--- src/rtl/apb_master_bridge.sv ---
// APB master bridge: turns one host request at a time into an APB SETUP/ACCESS
// sequence, decoding the target slave from the top address bits.
module apb_master_bridge #(
    parameter  int ADDR_W  = 9,
    parameter  int DATA_W  = 8,
    parameter  int NUM_SLV = 2,
    parameter  int TIMEOUT = 16,
    localparam int STRB_W  = DATA_W / 8
) (
    input  logic                      PCLK,
    input  logic                      PRESETn,
    input  logic                      transfer,
    input  logic                      READ_WRITE,
    input  logic [ADDR_W-1:0]         apb_write_paddr,
    input  logic [ADDR_W-1:0]         apb_read_paddr,
    input  logic [DATA_W-1:0]         apb_write_data,
    input  logic [STRB_W-1:0]         apb_write_strb,
    output logic [DATA_W-1:0]         apb_read_data_out,
    output logic                      PSLVERR_out,
    output logic                      done,
    output logic                      busy,
    output logic [NUM_SLV-1:0]        PSEL,
    output logic                      PENABLE,
    output logic                      PWRITE,
    output logic [ADDR_W-1:0]         PADDR,
    output logic [DATA_W-1:0]         PWDATA,
    output logic [STRB_W-1:0]         PSTRB,
    input  logic [NUM_SLV*DATA_W-1:0] PRDATA,
    input  logic [NUM_SLV-1:0]        PREADY,
    input  logic [NUM_SLV-1:0]        PSLVERR
);
    localparam int IDX_W = (NUM_SLV > 1) ? $clog2(NUM_SLV) : 1;
    localparam int CNT_W = $clog2(TIMEOUT + 1);
    localparam logic [CNT_W-1:0] CNT_LAST = CNT_W'(TIMEOUT - 1);

    typedef enum logic [1:0] {IDLE, SETUP, ACCESS} state_t;

    state_t            state, state_nxt;
    logic [IDX_W-1:0]  idx;
    logic              idx_ok;
    logic [NUM_SLV-1:0] sel;
    logic              ready_sel, err_sel;
    logic [DATA_W-1:0] rdata_sel;
    logic [CNT_W-1:0]  wait_cnt;
    logic              complete, err_nxt, capture;

    generate
        if (NUM_SLV > 1) begin : g_dec
            assign idx = PADDR[ADDR_W-1 -: IDX_W];
        end else begin : g_single
            assign idx = '0;
        end
    endgenerate

    assign idx_ok = int'(idx) < NUM_SLV;

    // One-hot slave select plus the selected slave's response lines.
    always_comb begin
        sel       = '0;
        ready_sel = 1'b0;
        err_sel   = 1'b0;
        rdata_sel = '0;
        for (int i = 0; i < NUM_SLV; i++) begin
            if (idx_ok && int'(idx) == i) begin
                sel[i]    = 1'b1;
                ready_sel = PREADY[i];
                err_sel   = PSLVERR[i];
                rdata_sel = PRDATA[i*DATA_W +: DATA_W];
            end
        end
    end

    assign busy    = (state != IDLE);
    assign PENABLE = (state == ACCESS);
    assign PSEL    = busy ? sel : '0;

    always_ff @(posedge PCLK or negedge PRESETn) begin
        if (!PRESETn) state <= IDLE;
        else          state <= state_nxt;
    end

    always_comb begin
        state_nxt = state;
        complete  = 1'b0;
        err_nxt   = 1'b0;
        capture   = 1'b0;
        case (state)
            IDLE: begin
                if (transfer) begin
                    capture   = 1'b1;
                    state_nxt = SETUP;
                end
            end
            SETUP: begin
                // Unmapped slave: no APB phases, finish with an error right away.
                if (!idx_ok) begin
                    complete = 1'b1;
                    err_nxt  = 1'b1;
                end else begin
                    state_nxt = ACCESS;
                end
            end
            ACCESS: begin
                if (ready_sel) begin
                    complete = 1'b1;
                    err_nxt  = err_sel;
                end else if (wait_cnt == CNT_LAST) begin
                    complete = 1'b1;
                    err_nxt  = 1'b1;
                end
            end
            default: state_nxt = IDLE;
        endcase
        if (complete) begin
            if (transfer) begin
                capture   = 1'b1;
                state_nxt = SETUP;
            end else begin
                state_nxt = IDLE;
            end
        end
    end

    always_ff @(posedge PCLK or negedge PRESETn) begin
        if (!PRESETn) begin
            PWRITE            <= 1'b0;
            PADDR             <= '0;
            PWDATA            <= '0;
            PSTRB             <= '0;
            apb_read_data_out <= '0;
            PSLVERR_out       <= 1'b0;
            done              <= 1'b0;
            wait_cnt          <= '0;
        end else begin
            done <= complete;
            if (state == ACCESS && !complete) wait_cnt <= wait_cnt + CNT_W'(1);
            else                              wait_cnt <= '0;
            if (complete) begin
                PSLVERR_out <= err_nxt;
                if (!PWRITE && !err_nxt) apb_read_data_out <= rdata_sel;
            end
            // Reads leave PWDATA alone and drive no strobes.
            if (capture) begin
                PWRITE <= !READ_WRITE;
                if (READ_WRITE) begin
                    PADDR <= apb_read_paddr;
                    PSTRB <= '0;
                end else begin
                    PADDR  <= apb_write_paddr;
                    PWDATA <= apb_write_data;
                    PSTRB  <= apb_write_strb;
                end
            end
        end
    end
endmodule

--- config.mk ---
export PLATFORM = sky130hd
export DESIGN_NAME = apb_master_bridge
export DESIGN_NICKNAME = d
export VERILOG_FILES = /design/src/rtl/apb_master_bridge.sv
export SDC_FILE = /design/constraint.sdc
export NUM_CORES = 1
export LEC_CHECK = 0
export ABC_CLOCK_PERIOD_IN_PS = 2400
export CORE_MARGIN = 2
export CORE_UTILIZATION = 24
export CTS_BUF_LIST = sky130_fd_sc_hd__clkbuf_8
export CTS_CLUSTER_SIZE = 16
export DETAILED_ROUTE_END_ITERATION = 10
export PLACE_DENSITY = 0.55
export SYNTH_ARGS = -nofsm -noshare
export SYNTH_HDL_FRONTEND = slang
export SYNTH_SLANG_ARGS = --single-unit
--- constraint.sdc ---
create_clock -name PCLK -period 2.4 [get_ports PCLK]
set_input_delay 0.24 -clock PCLK [delete_from_list [all_inputs] [get_ports PCLK]]
set_output_delay 0.24 -clock PCLK [all_outputs]
set_load 0.005 [all_outputs]
==> flow_summary.yaml <==
route:
  drtPass1Iterations: 4
  vias: 1236
  vias_per_cell: 4.292
  routed_wl_mm: 4.041
  drcViolationCount: 0
  ant_nets: 0
  avgRoutedWirePerCell_um: 14.03
  drt_iter0_drc: 21
logic_synthesis:
  yosys_warnings: 0
  ys_seq_elements: 36
  yosysTopAreaCell: "dfrtp_1"
  synth-compound-area-share_pct: 4.335
  synthAdderAreaFrac_pct: 1.521
  synthTopCellsByArea: "dfrtp_1 (55%), mux2_2 (29%), a211oi_4 (2.4%)"
  yosysSeqAreaShare_pct: 54.75
  synth_top_family_by_area: "multiplexers"
  synth_nets: 171
  synth.mux.area_fraction_pct: 30.04
  synth_cell_types: 25
  postSynthCellCount: 118
  synth_simple_gate_area_share_pct: 6.160
  synth_xor_area_share_pct: 1.065
  synth_area_um2: 1645
  synth_area_per_cell_um2: 13.94
  synth_top_area_share_pct: 54.75
sta:
  tightestPinTransition_ns: 0.8390
  finalSetupViolations: 0
  hold_viol_final: 0
  layout_min_cycle_time_ns: 1.994
  finalSetupTns_ns: 0
  slew_headroom_pct: 44.07
  rsz0062_at_grt: "no"
  fmax_ghz: 0.5014
  fin_ws_ns: 0.4055
  slew_violations: 0
  min_period_over_period_pct: 83.10
  clock_skew_ns: 0.003457
finish:
  fin_util_pct: 39.85
  mostFrequentLayoutCell: "clkdlybuf4s50_1"
  fillers: 649
  area_growth_pct: 62.74
  final_cells: 288
  final_cell_mix: "clkdlybuf4s50_1 (82), mux2_2 (43), dfrtp_1 (36)"
  drive_gt1_share_pct: 27.88
  n_antenna_cell: 0
  fin_nets: 261
global_route:
  grt_max_degree: 37
  antenna_found_initial: 0
  grt_pass1_wl_mm: 6.527
  grt_pass1_vias: 1268
  grt_usage_pct: 11.43
  overflow: 0
clocking:
  htree_levels: 2
  clk_latency_ns: 0.29
  numCtsBuffers: 5
  clock_path_buffers: 2
  post_cts_resized: 0
  cts_tree: "done"
  postCtsSetupBuffers: 0
  cts_sinks: 36
  postCtsHoldBufs: 0
  path_clk_slew_ns: 0.07
  cts-root-buf: "clkbuf_8"
floorplanning:
  die_h_um: 86.80
  die_area_um2: 7534
  pin_count: 84
  initial_core_util_pct: 24.49
  core_area_um2: 6719
  rows: 30
  fp.dieW_um: 86.80
placed_design:
  place_inst: 281
  gp_congestion: 0.6314
  dp_hpwl_mm: 3.087
  place.port_buffers: 83
  place_ws_ns: 0.2814
run_status:
  status: "finished clean"
power:
  power_density_nw_per_um2: 991.5
  total_power_mw: 2.655
  leakage_nw: 1.096
  ir_drop_v: 0.0003543
setup_path:
  path_cells: "ha_1 > and3_1 > ha_1 > nor2b_1 > a211oi_4 > mux2_2"
  cp.required_ns: 2.57
  crit_arrival_ns: 2.17
  critPathMaxStageDelay_ns: 0.52
  slowest_stage: "a211oi_4"
  startpoint_type: "register"
  endpoint_kind: "register"
  critPathKind: "register to register"
  cp_max_fo: 9
  cp_common_cell: "ha_1"
worst_hold_path:
  hold_class: "primary input to async pin"
flow_run:
  max_cap_violations: 0
-- final timing paths --
path	start	endpoint	slack, ns	depth (start not counted)
hold / removal	PRESETn	apb_read_data_out[3]	0.04	1
max in group asynchronous	PRESETn	apb_read_data_out[5]	1.82	1
hold reg to reg	wait_cnt[0]	wait_cnt[0]	0.46	1
setup / recovery	wait_cnt[0]	PWDATA[3]	0.41	6
setup reg to reg	wait_cnt[0]	PWDATA[3]	0.41	6
min in group PCLK	wait_cnt[0]	wait_cnt[0]	0.46	1
-- critical path, delay by kind of cell (launching register included) --
family	cells	cell delay, ns
and+or+nand+nor	2	0.24
DFF	1	0.37
muxes	1	0.41
adders and majority gates	2	0.35
AOI/OAI and AO/OA	1	0.52
-- metal layers --
layer	GRT usage [%]	vias to the layer above	routed length, µm
li1	-	588	-
met1	14.07	612	1676
met2	19.29	30	2155
met3	2.476	6	132
met4	4.688	0	76
met5	0	-	0
-- cells in the mapped netlist, drive strengths merged --
cell / instances
or3b: 1
a2bb2oi: 1
a211oi: 2
xnor2: 1
clkbuf: 1
nand2: 1
o21bai: 1
nor2b: 3
o21ai: 1
nor2: 5
ha: 2
and2: 1
nand2b: 2
a21oi: 2
mux2i: 1
inv: 6
buf: 2
or2: 1
and3: 1
mux2: 43
dfrtp: 36
xor2: 1
nand3: 2
nand3b: 1
-- registers in the layout, indices dropped and copies added, names as in the netlist --
register           count
PADDR                  9
PWDATA                 8
apb_read_data_out      8
wait_cnt               5
state                  2
PSLVERR_out            1
PSTRB                  1
PWRITE                 1
done                   1
-- final cells by class --
class	count	area, µm²	share of cell area [%]
Tap cell	80	100.1	3.738
Multi-Input combinational cell	73	709.4	26.50
Sequential cell	36	900.9	33.64
Inverter	6	22.52	0.8411
Clock buffer	7	96.34	3.598
Timing Repair Buffer	86	848.3	31.68
-- report_power, final --
group | switching [mW] | internal (mW)
logic | 0.378 | 0.815
registers | 0.142 | 0.856
clock network | 0.208 | 0.256
-- logic make-up after synthesis --
logic type,after synthesis
muxes,44
xor gates and xnor gates,2
and+or+nand+nor,18
buffers and inverters,9
adders and majority gates,2
AOI/OAI and AO/OA,7
DFF,36
-- through the flow --
step,hold slack (ns),instance area (µm²)
after floorplan,-0.05559,1645
after global routing,0.1249,2678
after detailed placement,0.3988,2581
after global placement,0.4044,2581
final,0.04278,2678
after CTS,0.08236,2678
Power figures use the tool's default switching activity.
